===== config.mk =====
export PLATFORM = sky130hd
export DESIGN_NAME = fetch_unit
export DESIGN_NICKNAME = d
export VERILOG_FILES = /design/src/rtl/core_pkg.sv /design/src/rtl/fetch_fifo.sv /design/src/rtl/fetch_unit.sv
export SDC_FILE = /design/constraint.sdc
export NUM_CORES = 1
export LEC_CHECK = 0
export CAP_MARGIN = 20
export CORE_UTILIZATION = 50
export CTS_BUF_LIST = sky130_fd_sc_hd__clkbuf_2 sky130_fd_sc_hd__clkbuf_4 sky130_fd_sc_hd__clkbuf_8
export CTS_CLUSTER_DIAMETER = 200
export CTS_CLUSTER_SIZE = 40
export DETAILED_ROUTE_END_ITERATION = 10
export PLACE_DENSITY = 0.78
export REMOVE_ABC_BUFFERS = 1
export SLEW_MARGIN = 20
export SYNTH_ARGS = -nofsm -noshare
export SYNTH_HDL_FRONTEND = slang
export SYNTH_SLANG_ARGS = --single-unit

===== constraint.sdc =====
create_clock -name clk -period 4.85 [get_ports clk]
set_input_delay 0.97 -clock clk [delete_from_list [all_inputs] [get_ports clk]]
set_output_delay 0.97 -clock clk [all_outputs]
set_load 0.05 [all_outputs]

===== src/rtl/core_pkg.sv =====
`default_nettype none
// ============================================================================
//  Module      : core_pkg
//  Description : Types and constants shared by the instruction fetch slice.
//                Provides the fetch buffer entry layout {pc, inst} and the
//                fetch FSM state encoding.
//  Revision    : 1.0  initial release
// ============================================================================
package core_pkg;

    localparam int XLEN       = 32;
    localparam int INST_BYTES = 4;

    // One fetch buffer entry; pc occupies the upper half of the packed word.
    typedef struct packed {
        logic [XLEN-1:0] pc;
        logic [XLEN-1:0] inst;
    } fetch_entry_t;

    typedef enum logic [0:0] {
        FS_IDLE = 1'b0,
        FS_RUN  = 1'b1
    } fetch_state_e;

endpackage : core_pkg
`default_nettype wire


===== src/rtl/fetch_fifo.sv =====
`default_nettype none
// ============================================================================
//  Module      : fetch_fifo
//  Description : Synchronous FIFO of fetch_entry_t with a flush input.
//                Ports:
//                  clk, rst (sync, active-low)
//                  push, push_data   : enqueue an entry
//                  pop               : dequeue the head entry
//                  flush             : drop every entry, reset pointers;
//                                      overrides push and pop
//                  count, full, empty: occupancy
//                  head              : head entry, all-zero while empty
//  Revision    : 1.0  initial release
// ============================================================================
module fetch_fifo
    import core_pkg::*;
#(
    parameter  int DEPTH = 4,            // power of 2, at least 2
    localparam int AW    = $clog2(DEPTH),
    localparam int CW    = AW + 1
) (
    input  logic         clk,
    input  logic         rst,
    input  logic         push,
    input  fetch_entry_t push_data,
    input  logic         pop,
    input  logic         flush,
    output logic [CW-1:0] count,
    output logic         full,
    output logic         empty,
    output fetch_entry_t head
);

    fetch_entry_t  mem_q [DEPTH];
    logic [AW-1:0] wr_ptr_q, wr_ptr_d;
    logic [AW-1:0] rd_ptr_q, rd_ptr_d;
    logic [CW-1:0] count_q,  count_d;
    logic          pop_ok;
    logic          push_ok;

    assign empty = (count_q == '0);
    assign full  = (count_q == CW'(DEPTH));
    assign count = count_q;
    assign head  = empty ? '0 : mem_q[rd_ptr_q];

    // Illegal requests are ignored; a full FIFO accepts a push only
    // alongside a pop, which frees the slot being written.
    assign pop_ok  = pop && !empty && !flush;
    assign push_ok = push && (!full || pop_ok) && !flush;

    always_comb begin
        wr_ptr_d = wr_ptr_q;
        rd_ptr_d = rd_ptr_q;
        count_d  = count_q;
        if (flush) begin
            wr_ptr_d = '0;
            rd_ptr_d = '0;
            count_d  = '0;
        end else begin
            if (push_ok) wr_ptr_d = wr_ptr_q + AW'(1);
            if (pop_ok)  rd_ptr_d = rd_ptr_q + AW'(1);
            count_d = count_q + CW'(push_ok) - CW'(pop_ok);
        end
    end

    always_ff @(posedge clk) begin
        if (!rst) begin
            wr_ptr_q <= '0;
            rd_ptr_q <= '0;
            count_q  <= '0;
        end else begin
            wr_ptr_q <= wr_ptr_d;
            rd_ptr_q <= rd_ptr_d;
            count_q  <= count_d;
        end
    end

    // Storage needs no reset: the head is masked while the FIFO is empty.
    always_ff @(posedge clk) begin
        if (rst && push_ok) begin
            mem_q[wr_ptr_q] <= push_data;
        end
    end

endmodule : fetch_fifo
`default_nettype wire


===== src/rtl/fetch_unit.sv =====
`default_nettype none
// ============================================================================
//  Module      : fetch_unit
//  Description : Instruction fetch stage. Owns the PC, drives the ROM
//                chip-enable/address, buffers {pc, inst} in a fetch FIFO and
//                hands entries to decode over a valid/ready handshake.
//                Redirects flush the buffer and reload the PC.
//                Ports:
//                  clk, rst (sync, active-low), fetch_en
//                  rom_ce, rom_addr, rom_inst        : instruction ROM
//                  redirect_valid, redirect_pc       : branch/jump/trap
//                  dec_valid, dec_ready, dec_pc,
//                  dec_inst                          : decode handshake
//  Revision    : 1.0  initial release
// ============================================================================
module fetch_unit #(
    parameter int              XLEN       = 32,   // must match core_pkg::XLEN
    parameter logic [XLEN-1:0] RESET_PC   = '0,
    parameter int              FIFO_DEPTH = 4     // power of 2, at least 2
) (
    input  logic            clk,
    input  logic            rst,
    input  logic            fetch_en,
    output logic            rom_ce,
    output logic [XLEN-1:0] rom_addr,
    input  logic [XLEN-1:0] rom_inst,
    input  logic            redirect_valid,
    input  logic [XLEN-1:0] redirect_pc,
    output logic            dec_valid,
    input  logic            dec_ready,
    output logic [XLEN-1:0] dec_pc,
    output logic [XLEN-1:0] dec_inst
);

    import core_pkg::*;

    localparam int              CW         = $clog2(FIFO_DEPTH) + 1;
    localparam logic [XLEN-1:0] ALIGN_MASK = ~XLEN'(INST_BYTES - 1);

    fetch_state_e    state_q, state_d;
    logic [XLEN-1:0] pc_q,    pc_d;

    logic            run;
    logic            fetch;
    logic            pop;
    fetch_entry_t    push_entry;
    fetch_entry_t    head;
    logic [CW-1:0]   fifo_count;
    logic            fifo_full;
    logic            fifo_empty;
    logic            unused_count;

    assign run = rst && (state_q == FS_RUN);

    // Outputs are forced low combinationally while rst is held, so nothing
    // leaks out before the first reset edge has cleared the state.
    assign dec_valid = rst && !fifo_empty;
    assign dec_pc    = dec_valid ? head.pc   : '0;
    assign dec_inst  = dec_valid ? head.inst : '0;
    assign pop       = dec_valid && dec_ready;

    // A full buffer may still fetch when decode pops in the same cycle;
    // this is the accepted dec_ready -> rom_ce combinational path.
    assign fetch    = run && !redirect_valid && (!fifo_full || pop);
    assign rom_ce   = fetch;
    assign rom_addr = run ? (pc_q & ALIGN_MASK) : '0;

    assign push_entry.pc   = pc_q;
    assign push_entry.inst = rom_inst;

    // Occupancy is tracked through full/empty only.
    assign unused_count = ^fifo_count;

    always_comb begin
        state_d = state_q;
        pc_d    = pc_q;
        if (redirect_valid) begin
            // Redirect keeps the FSM where it is and overrides everything else.
            pc_d = redirect_pc & ALIGN_MASK;
        end else begin
            if (fetch) pc_d = pc_q + XLEN'(INST_BYTES);
            case (state_q)
                FS_IDLE: if (fetch_en)  state_d = FS_RUN;
                FS_RUN:  if (!fetch_en) state_d = FS_IDLE;
                default: state_d = FS_IDLE;
            endcase
        end
    end

    always_ff @(posedge clk) begin
        if (!rst) begin
            state_q <= FS_IDLE;
            pc_q    <= RESET_PC;
        end else begin
            state_q <= state_d;
            pc_q    <= pc_d;
        end
    end

    fetch_fifo #(
        .DEPTH (FIFO_DEPTH)
    ) u_fifo (
        .clk       (clk),
        .rst       (rst),
        .push      (fetch),
        .push_data (push_entry),
        .pop       (pop),
        .flush     (redirect_valid),
        .count     (fifo_count),
        .full      (fifo_full),
        .empty     (fifo_empty),
        .head      (head)
    );

endmodule : fetch_unit
`default_nettype wire

==> results of run 1 <==
-- power breakdown --
| part | switching, mW | internal [mW] | leakage (nW) |
|---|---|---|---|
| clock | 0.681 | 0.265 | 0.114 |
| combinational | 0.102 | 0.0968 | 1.72 |
| sequential | 0.0459 | 2.72 | 2.56 |
| total | 0.829 | 3.08 | 4.39 |
-- flip-flops by register name, summed over array words and instances (netlist names), named ones only --
| register | cells |
|---|---|
| pc_q | 30 |
| u_fifo.mem_q | 248 |
| u_fifo.count | 3 |
| u_fifo.rd_ptr_q | 2 |
| u_fifo.wr_ptr_q | 2 |
| state_q | 1 |
-- cell type report --
cell class	instances	area [µm²]	area share
sequential	288	8255	0.5919
multi-input combinational	361	3344	0.2398
clock buffer	16	188.9	0.01354
clock inverter	1	30.03	0.002153
tap	313	391.6	0.02808
timing repair buffer	169	1689	0.1211
inverter	13	48.80	0.003498
-- logic make-up (layout without fill, tap and decap cells) --
logic type               count (synthesis)  after routing  synth area share
AO/OA/AOI/OAI                           63             63           0.03349
AND/OR/NAND/NOR                        197            197           0.09803
multiplexers                            66             66            0.1215
flip-flops                             288            288            0.6963
other                                    1              4         0.0003166
adder cells (fa/ha/maj)                  8              8          0.009084
buffers and inverters                   60            199           0.02429
XOR/XNOR                                23             23           0.01701
-- Yosys cell counts, types with 2 or more instances --
cell type / number
sky130_fd_sc_hd__a211oi_1: 4
sky130_fd_sc_hd__a21boi_0: 2
sky130_fd_sc_hd__a21oi_1: 13
sky130_fd_sc_hd__a311oi_1: 2
sky130_fd_sc_hd__a31oi_1: 2
sky130_fd_sc_hd__and2_1: 8
sky130_fd_sc_hd__and3_1: 33
sky130_fd_sc_hd__and3_2: 3
sky130_fd_sc_hd__and4_2: 2
sky130_fd_sc_hd__buf_2: 7
sky130_fd_sc_hd__buf_4: 5
sky130_fd_sc_hd__buf_6: 2
sky130_fd_sc_hd__clkbuf_1: 31
sky130_fd_sc_hd__clkbuf_8: 2
sky130_fd_sc_hd__dfxtp_1: 40
sky130_fd_sc_hd__edfxtp_1: 248
sky130_fd_sc_hd__ha_1: 7
sky130_fd_sc_hd__inv_1: 12
sky130_fd_sc_hd__mux2_2: 2
sky130_fd_sc_hd__mux2i_1: 2
sky130_fd_sc_hd__mux4_2: 62
sky130_fd_sc_hd__nand2_1: 34
sky130_fd_sc_hd__nand2b_1: 3
sky130_fd_sc_hd__nand3_1: 9
sky130_fd_sc_hd__nand4_1: 4
sky130_fd_sc_hd__nor2_1: 8
sky130_fd_sc_hd__nor2b_1: 63
sky130_fd_sc_hd__nor3_1: 10
sky130_fd_sc_hd__nor4_1: 7
sky130_fd_sc_hd__o211a_1: 5
sky130_fd_sc_hd__o21a_1: 3
sky130_fd_sc_hd__o21ai_0: 25
sky130_fd_sc_hd__or3_1: 2
sky130_fd_sc_hd__xnor2_1: 17
sky130_fd_sc_hd__xor2_1: 6
-- routing by layer --
metal / share of wire / up-vias / GRT usage
met5: 0 / - / 0
met4: 0.016 / 0 / 0.03782
met3: 0.052 / 24 / 0.02389
met2: 0.48 / 201 / 0.3236
met1: 0.45 / 3181 / 0.2776
li1: - / 2981 / -
-- worst max-delay path, delay by kind of cell --
kind          cells  cell delay [ns]
simple gates      2             0.79
buf+inv           3             1.33
-- worst paths after layout --
check	end	start	slack [ns]
setup / recovery	rom_ce	dec_ready	0.79
hold / removal	u_fifo.wr_ptr_q[1]	u_fifo.wr_ptr_q[1]	0.53
setup reg to reg	u_fifo.count[2]	u_fifo.count[1]	2.22
hold reg to reg	u_fifo.wr_ptr_q[1]	u_fifo.wr_ptr_q[1]	0.53
==> qor.txt, run 1 <==
Pins over their slew limit = 0
Max-capacitance violation count = 0
Ratio of total power to cell area = 280.2 nW/µm²
Count of antenna diodes in the layout = 0
Via count of the first global-routing pass = 6386
Worst setup slack before clock tree synthesis = 0.8184 ns
Non-filler instance count after layout = 1161
Total chip power = 3.908 mW
Starting utilization of the core area = 0.5169
Initial antenna violation count = 0
Ports = 167
CTS max path bufs = 3
Gr ovfl total = 0
Post-CTS Resized = 0
# setup viols final = 0
Hold-critical path depth = 2
Critical Setup Path Class = primary input to primary output
Average wire per standard cell = 19.98 µm
Startpoint type of the worst setup path = primary input
Summed negative setup slack over all endpoints = 0 ns
Layout overhead on the synthesized area = 17.76%
Proportion of layout cells with a drive suffix above 1 = 0.1309
Critical Path Slowest Stage Cell = sky130_fd_sc_hd__clkdlybuf4s50_1
Number of cell instances on the worst register-to-register path = 9
Measured slew at the worst slew-check pin = 0.9826 ns
Final standard cell area without fillers = 13950 µm²
Buffers on Ports = 160
Critical path capture point type = primary output
Hold buffers post-CTS = 0
Setup repair after global routing missed its margin = false
Area of the core = 22920 µm²
Cells along the critical path = clkdlybuf4s50_1, or4b_1, nand3_2, inv_2, clkdlybuf4s50_1
Data required, critical path = 3.88 ns
Maximum net fanout on the critical path = 9
Number of nets in the finished design = 921
Half-perimeter wire length of the detailed placement result = 13980 µm
Arr. time, crit path = 3.09 ns
Floorplan row count = 55
Type of the worst min-delay path = flop to flop
Hold violation total from the final report = 0
Post-synthesis instance area = 11850 µm²
Total Die Area = 24310 µm²
Synthesized area divided by synthesized cell count = 16.78 µm²
Max Clock Skew = 0.07317 ns
Predominant post-synthesis flop cell = sky130_fd_sc_hd__edfxtp_1
Result of the run = complete, no violations
Number of flops mapped to enable cells by yosys = 248
GP Congestion = 0.8072
Wire length reported by the detailed router = 23200 µm
Count of unresolved DRC violations after routing = 0
Fmax = 246.2 MHz
Clock root buffer = sky130_fd_sc_hd__clkbuf_8
Total clock sinks = 288
Die X = 155.9 µm
Setup fix buffers added after clock tree synthesis = 0
Clock latency reported for the late side of the worst-skew pair = 0.56 ns
CTS Buf Count = 11
GRT Resource Usage Total = 0.1941
Worst ir drop on vdd = 0.0001986 V
Clock slew at the register clock pins of the worst setup and hold paths = 0.12 ns
Synth async-reset ratio = 0
Worst setup margin = 0.7890 ns
Pre-Repair DR Iteration Count = 6
Commonest non-fill, non-tap cell in the layout = sky130_fd_sc_hd__edfxtp_1
Fraction of the yosys area taken by sequential cells = 0.6963
Remaining max-slew budget at the tightest pin = 0.3449
Detailed-route via count = 6387
Vias/cell = 5.501
Count of routing violations after the opening detailed-route iteration = 413
Leakage power total = 4.392 nW
CTS tree = done
Period Utilization, post-route = 0.8373
Warning count from the yosys run = 0
Largest cells by area after synthesis = sky130_fd_sc_hd__edfxtp_1, sky130_fd_sc_hd__mux4_2, sky130_fd_sc_hd__dfxtp_1
Filler cells = 1726
Largest net degree at the start of global routing = 63
Wire length of the first global-routing pass = 35890 µm
Post-Route Utilization = 0.6087
Count of antenna-violating nets left after detailed routing = 0
Cell Area, Placed = 13730 µm²
Seq cells post-synth = 288
Most frequent cells in the layout = sky130_fd_sc_hd__edfxtp_1, sky130_fd_sc_hd__clkdlybuf4s50_1, sky130_fd_sc_hd__nor2b_1, sky130_fd_sc_hd__mux4_2, sky130_fd_sc_hd__dfxtp_1
Hold slack final = 0.5334 ns
Delay contributed by the slowest stage of the critical path = 0.73 ns
Final worst path period need = 4.061 ns
Cell accounting for the most synthesized area = sky130_fd_sc_hd__edfxtp_1
Most numerous cell on the critical path = sky130_fd_sc_hd__clkdlybuf4s50_1
Cells after synthesis = 706
CTS H-Tree Depth = 1
Cell count after placement = 1144
Chip height = 155.9 µm
Share of Yosys cell area claimed by the top area cell type = 0.6287
Number of distinct library cells after synthesis = 56
Note: power is estimated with default switching activity, not from simulation.
==> run 2: changes to the inputs <==
--- a/config.mk
+++ b/config.mk
@@ -11,7 +11,7 @@
 export CTS_CLUSTER_DIAMETER = 200
 export CTS_CLUSTER_SIZE = 40
 export DETAILED_ROUTE_END_ITERATION = 10
-export PLACE_DENSITY = 0.78
+export PLACE_DENSITY = 0.81
 export REMOVE_ABC_BUFFERS = 1
 export SLEW_MARGIN = 20
 export SYNTH_ARGS = -nofsm -noshare
==> constraint.sdc (replaced) <==
create_clock -name clk -period 3.34 [get_ports clk]
set_input_delay 0.668 -clock clk [delete_from_list [all_inputs] [get_ports clk]]
set_output_delay 0.668 -clock clk [all_outputs]
set_load 0.05 [all_outputs]
==> qor.txt, run 2 (synthesized netlist as in run 1, its figures left out) <==
Commonest non-fill, non-tap cell in the layout = sky130_fd_sc_hd__edfxtp_1
Type of the worst min-delay path = flop to flop
Hold slack final = 0.5293 ns (-0.004102 ns)
Cell count along the critical path = 4 (-1)
Wire length reported by the detailed router = 23640 µm (+1.9%)
Delay contributed by the slowest stage of the critical path = 0.85 ns (+0.12 ns)
Chip height = 155.9 µm (unchanged)
Layout overhead on the synthesized area = 23.27%
Clock latency reported for the late side of the worst-skew pair = 0.56 ns (about the same)
Detailed-route via count = 6580 (+3.0%)
Final worst path period need = 3.188 ns
Fmax = 313.7 MHz
Hold violation total from the final report = 0 (unchanged)
Total clock sinks = 288 (unchanged)
Maximum net fanout on the critical path = 49 (+40)
Leakage power total = 4.807 nW (+9.4%)
Worst path top cell family by delay = compound AO/OA/AOI/OAI gates
Cell Area, Placed = 14370 µm² (+4.6%)
Average wire per standard cell = 20.21 µm (+1.1%)
Buffers on Ports = 160 (unchanged)
Arr. time, crit path = 2.52 ns (-0.57 ns)
Pre-Repair DR Iteration Count = 5 (-1)
Hold buffers post-CTS = 0 (unchanged)
Critical Setup Path Class = flop to primary output
Number of cell instances on the worst register-to-register path = 9 (unchanged)
# setup viols final = 0 (unchanged)
CTS H-Tree Depth = 1 (unchanged)
GRT Resource Usage Total = 0.1985 (+0.004446)
Ports = 167 (unchanged)
Max-capacitance violation count = 0 (unchanged)
Starting utilization of the core area = 0.5169 (unchanged)
Max Clock Skew = 0.07555 ns (+0.002386 ns)
Floorplan row count = 55 (unchanged)
Final standard cell area without fillers = 14600 µm² (+4.7%)
Data required, critical path = 2.67 ns (-1.21 ns)
Measured slew at the worst slew-check pin = 0.9619 ns (-0.02071 ns)
Result of the run = complete, no violations
Half-perimeter wire length of the detailed placement result = 15020 µm (+7.4%)
Largest net degree at the start of global routing = 63 (unchanged)
Number of flip-flops in the largest register = 248 (unchanged)
Wire length of the first global-routing pass = 36710 µm (+2.3%)
Count of antenna diodes in the layout = 0 (unchanged)
Crit. Startpoint = u_fifo.count[2]
Critical Path Slowest Stage Cell = sky130_fd_sc_hd__o31ai_4
Count of unresolved DRC violations after routing = 0 (unchanged)
Startpoint type of the worst setup path = flop
Number of buffer and inverter instances along the worst setup path = 2 (-1)
Start of the worst register-to-register path = u_fifo.count[2]
Clock root buffer = sky130_fd_sc_hd__clkbuf_8
Pins over their slew limit = 0 (unchanged)
Gr ovfl total = 0 (unchanged)
CTS tree = done
Count of routing violations after the opening detailed-route iteration = 463 (+12%)
Most numerous cell on the critical path = sky130_fd_sc_hd__buf_12
GP Congestion = 0.8437 (+4.5%)
FF-to-FF setup slack = 0.53 ns (-1.69 ns)
Number of nets in the finished design = 930 (+0.98%)
Area of the core = 22920 µm² (unchanged)
Post-CTS Resized = 0 (unchanged)
Via count of the first global-routing pass = 6491 (+1.6%)
Period Utilization, post-route = 0.9545
Die X = 155.9 µm (unchanged)
CTS Buf Count = 11 (unchanged)
Remaining max-slew budget at the tightest pin = 0.3587 (+0.01381)
Post-Route Utilization = 0.6372 (+0.02850)
Setup repair after global routing missed its margin = false
Clock slew at the register clock pins of the worst setup and hold paths = 0.22 ns (+0.10 ns)
Count of antenna-violating nets left after detailed routing = 0 (unchanged)
End point of the critical path = dec_pc[31]
Cells along the critical path = o31ai_4, buf_12, nor2b_1, buf_12
Proportion of layout cells with a drive suffix above 1 = 0.2497 (+0.1188)
Worst ir drop on vdd = 0.0002906 V (+46%)
Total Die Area = 24310 µm² (unchanged)
Most frequent cells in the layout = sky130_fd_sc_hd__edfxtp_1, sky130_fd_sc_hd__buf_12, sky130_fd_sc_hd__clkdlybuf4s50_1, sky130_fd_sc_hd__nor2b_1, sky130_fd_sc_hd__mux4_2
Critical path capture point type = primary output
Vias/cell = 5.624 (+2.2%)
Initial antenna violation count = 0 (unchanged)
Reg2Reg Capture Point = u_fifo.count[2]
CTS max path bufs = 3 (unchanged)
Register with the most flip-flops = u_fifo.mem_q
Ratio of total power to cell area = 389.3 nW/µm² (+39%)
run 2: changes by cell type in the layout (fill, tap and decap cells not counted), sizes merged:
cell	change
buf	+103
clkdlybuf4s50	-94
run 2: through the flow:
stage               setup slack [ns]  TNS [ns]  std cells  total power [mW]
global placement              0.3718         0       1152             4.380
global route                 0.03737         0       1170             5.853
detailed placement            0.3601         0       1152             4.392
CTS                          0.09294         0       1169             5.725
finish                        0.1518         0       1170             5.684
floorplan                     -2.428   -156.91        662             4.199
run 2: power by group:
part | leakage, nW | total [mW] | internal (mW) | switching (mW)
Sequential | 2.56 | 4.01 | 3.94 | 0.0607
Clock | 0.114 | 1.37 | 0.385 | 0.985
Combinational | 2.14 | 0.309 | 0.149 | 0.159
run 2: area by class of cell:
| class | count | area (µm²) |
|---|---|---|
| fillers | 1579 | 8314 |
| flip-flops and latches | 288 | 8255 |
| multi-input cells | 361 | 3344 |
| repair buffers | 178 | 2342 |
| well taps | 313 | 391.6 |
| clock buffers | 16 | 188.9 |
| inverters | 13 | 48.80 |
| clock inverters | 1 | 30.03 |
run 2: worst min path at each step:
| stage | start | to | depth (start not counted) |
|---|---|---|---|
| final | u_fifo.wr_ptr_q[1] | u_fifo.wr_ptr_q[1] | 2 |
| after global routing | u_fifo.wr_ptr_q[1] | u_fifo.wr_ptr_q[1] | 2 |
| after CTS | u_fifo.wr_ptr_q[1] | u_fifo.wr_ptr_q[1] | 2 |
| after detailed placement | u_fifo.wr_ptr_q[1] | u_fifo.wr_ptr_q[1] | 2 |
| after global placement | u_fifo.wr_ptr_q[1] | u_fifo.wr_ptr_q[1] | 2 |
| after floorplan | u_fifo.wr_ptr_q[1] | u_fifo.wr_ptr_q[1] | 2 |
run 2: worst register-to-register path: stages (launching register included):
cell and delay [ns]:
sky130_fd_sc_hd__dfxtp_1 0.42, sky130_fd_sc_hd__o31ai_4 0.85, sky130_fd_sc_hd__nor3b_1 0.17, sky130_fd_sc_hd__ha_1 0.32, sky130_fd_sc_hd__inv_1 0.04, sky130_fd_sc_hd__ha_1 0.18
sky130_fd_sc_hd__fa_1 0.38, sky130_fd_sc_hd__xnor2_1 0.18, sky130_fd_sc_hd__xnor2_1 0.14, sky130_fd_sc_hd__nor2_1 0.05
run 2: metal layers:
metal	GRT usage	vias up	part of all wire
met5	0	-	0
met4	0.04855	0	0.019
met3	0.02111	28	0.053
met2	0.3299	218	0.49
met1	0.2831	3344	0.43
li1	-	2990	-
run 2: repair_timing:
action	CTS	global route
endpoints found under the setup margin	0	1
endpoints found under the hold margin	0	0
setup buffers	0	1
==> run 3: changes to the inputs <==
--- a/config.mk
+++ b/config.mk
@@ -11,6 +11,7 @@
 export CTS_CLUSTER_DIAMETER = 200
 export CTS_CLUSTER_SIZE = 40
 export DETAILED_ROUTE_END_ITERATION = 10
+export GPL_TIMING_DRIVEN = 0
 export PLACE_DENSITY = 0.81
 export REMOVE_ABC_BUFFERS = 1
 export SLEW_MARGIN = 20
==> qor.txt, run 3 (synthesized netlist as in run 1, its figures left out) <==
Result of the run = complete, no violations
Most numerous cell on the critical path = sky130_fd_sc_hd__dlygate4sd2_1
CTS max path bufs = 3 (unchanged)
Critical Path Slowest Stage Cell = sky130_fd_sc_hd__dlygate4sd2_1
Count of antenna diodes in the layout = 0 (unchanged)
Data required, critical path = 2.67 ns (about the same)
Clock slew at the register clock pins of the worst setup and hold paths = 0.22 ns (about the same)
Layout overhead on the synthesized area = 19.37%
Max Clock Skew = 0.09571 ns (+0.02015 ns)
Wire length reported by the detailed router = 23520 µm (-0.52%)
Chip height = 155.9 µm (unchanged)
Proportion of layout cells with a drive suffix above 1 = 0.1465 (-0.1032)
Non-filler instance count after layout = 1166 (-0.34%)
Maximum net fanout on the critical path = 23 (-53%)
Most frequent cells in the layout = sky130_fd_sc_hd__edfxtp_1, sky130_fd_sc_hd__clkdlybuf4s50_1, sky130_fd_sc_hd__nor2b_1, sky130_fd_sc_hd__mux4_2
GP Congestion = 0.7796 (-7.6%)
Remaining max-slew budget at the tightest pin = 0.3810 (+0.02228)
Area of the core = 22920 µm² (unchanged)
Initial antenna violation count = 0 (unchanged)
Ports = 167 (unchanged)
Filler cells = 1658 (+5.0%)
Period Utilization, post-route = 0.9773 (+0.02278)
Hold violation total from the final report = 0 (unchanged)
Register with the most flip-flops = u_fifo.mem_q
Final standard cell area without fillers = 14140 µm² (-3.2%)
Critical path capture point type = primary output
Half-perimeter wire length of the detailed placement result = 15150 µm (+0.92%)
Wire length of the first global-routing pass = 36360 µm (-0.98%)
Average wire per standard cell = 20.17 µm (-0.17%)
Total Die Area = 24310 µm² (unchanged)
Count of unresolved DRC violations after routing = 0 (unchanged)
Critical Setup Path Class = primary input to primary output
Summed negative setup slack over all endpoints = 0 ns (unchanged)
Commonest non-fill, non-tap cell in the layout = sky130_fd_sc_hd__edfxtp_1
Cells along the critical path = dlygate4sd2_1, and2b_2, nand3_4, inv_2, dlygate4sd2_1
Detailed-route via count = 6474 (-1.6%)
Buffers on Ports = 160 (unchanged)
Floorplan row count = 55 (unchanged)
Cell Area, Placed = 13900 µm² (-3.3%)
Measured slew at the worst slew-check pin = 0.9285 ns (-0.03342 ns)
Clock root buffer = sky130_fd_sc_hd__clkbuf_8
Final worst path period need = 3.264 ns (+0.07608 ns)
Largest net degree at the start of global routing = 50 (-21%)
CTS H-Tree Depth = 1 (unchanged)
# setup viols final = 0 (unchanged)
Number of nets in the finished design = 928 (-0.22%)
Gr ovfl total = 0 (unchanged)
Starting utilization of the core area = 0.5169 (unchanged)
Post-Route Utilization = 0.6170 (-0.02015)
Total clock sinks = 288 (unchanged)
GRT Resource Usage Total = 0.1955 (-0.003015)
Cell count after placement = 1147 (-0.43%)
Arr. time, crit path = 2.60 ns (+0.08 ns)
Count of routing violations after the opening detailed-route iteration = 354 (-24%)
Pins over their slew limit = 0 (unchanged)
Vias/cell = 5.552 (-1.3%)
Worst ir drop on vdd = 0.0002979 V (+2.5%)
Type of the worst min-delay path = flop to flop
Delay contributed by the slowest stage of the critical path = 0.56 ns (-0.29 ns)
Setup repair after global routing missed its margin = false
Leakage power total = 5.029 nW (+4.6%)
CTS tree = done
Pre-Repair DR Iteration Count = 4 (-1)
Via count of the first global-routing pass = 6485 (-0.092%)
Count of antenna-violating nets left after detailed routing = 0 (unchanged)
Die X = 155.9 µm (unchanged)
Number of flip-flops in the largest register = 248 (unchanged)
Max-capacitance violation count = 0 (unchanged)
Hold slack final = 0.4809 ns (-0.04841 ns)
CTS Buf Count = 11 (unchanged)
Startpoint type of the worst setup path = primary input
Ratio of total power to cell area = 398.7 nW/µm² (+2.4%)
Fmax = 306.3 MHz (-2.3%)
Clock latency reported for the late side of the worst-skew pair = 0.57 ns (about the same)
[run 3: timing repair]
item / 4_1_cts / 5_1_grt
hold buffers: 0 / 0
hold endpoints to repair: 0 / 0
cloned: 0 / 1
pin swaps: 1 / 0
gates resized for setup: 45 / 33
setup endpoints to repair: 56 / 42
buffers inserted: 3 / 0
[run 3: area by class of cell]
cell class	count	area (µm²)	area share
clock buffer	14	173.9	0.01230
tap	313	391.6	0.02770
clock inverter	1	30.03	0.002124
inverter	13	48.80	0.003451
multi-input combinational	361	3356	0.2373
sequential	288	8257	0.5839
timing repair buffer	176	1883	0.1332
[run 3: final timing paths]
kind / start / end / slack, ns / depth (start not counted)
max: redirect_valid / rom_ce / 0.08 / 5
min: pc_q[18] / u_fifo.mem_q[3][50] / 0.48 / 0
max reg2reg: pc_q[5] / pc_q[28] / 0.74 / 5
min reg2reg: pc_q[18] / u_fifo.mem_q[3][50] / 0.48 / 0
[run 3: per-layer routing]
metal	GRT usage	vias to the layer above	part of all wire
met5	0	-	0
met4	0.03828	0	0.017
met3	0.02667	28	0.063
met2	0.3327	227	0.49
met1	0.2714	3227	0.43
li1	-	2992	-
[run 3: power by group]
| part | leakage (nW) | total [mW] | switching [mW] | internal [mW] |
|---|---|---|---|---|
| clock | 0.104 | 1.34 | 0.979 | 0.360 |
| sequential | 2.56 | 4.01 | 0.0681 | 3.94 |
| combinational | 2.37 | 0.286 | 0.147 | 0.139 |
| total | 5.03 | 5.64 | 1.19 | 4.44 |
[run 3: worst max-delay path: cells and delay by family]
family / cells / cell delay [ns]
buffers and inverters: 3 / 1.35
AND/OR/NAND/NOR: 2 / 0.57
[run 3: through the flow]
step	power (mW)	worst slack [ns]
finish	5.638	0.07572
global route	5.815	0.002010
CTS	5.674	0.001204
detailed placement	4.379	-0.6941
global placement	4.369	-6.218
floorplan	4.199	-2.428
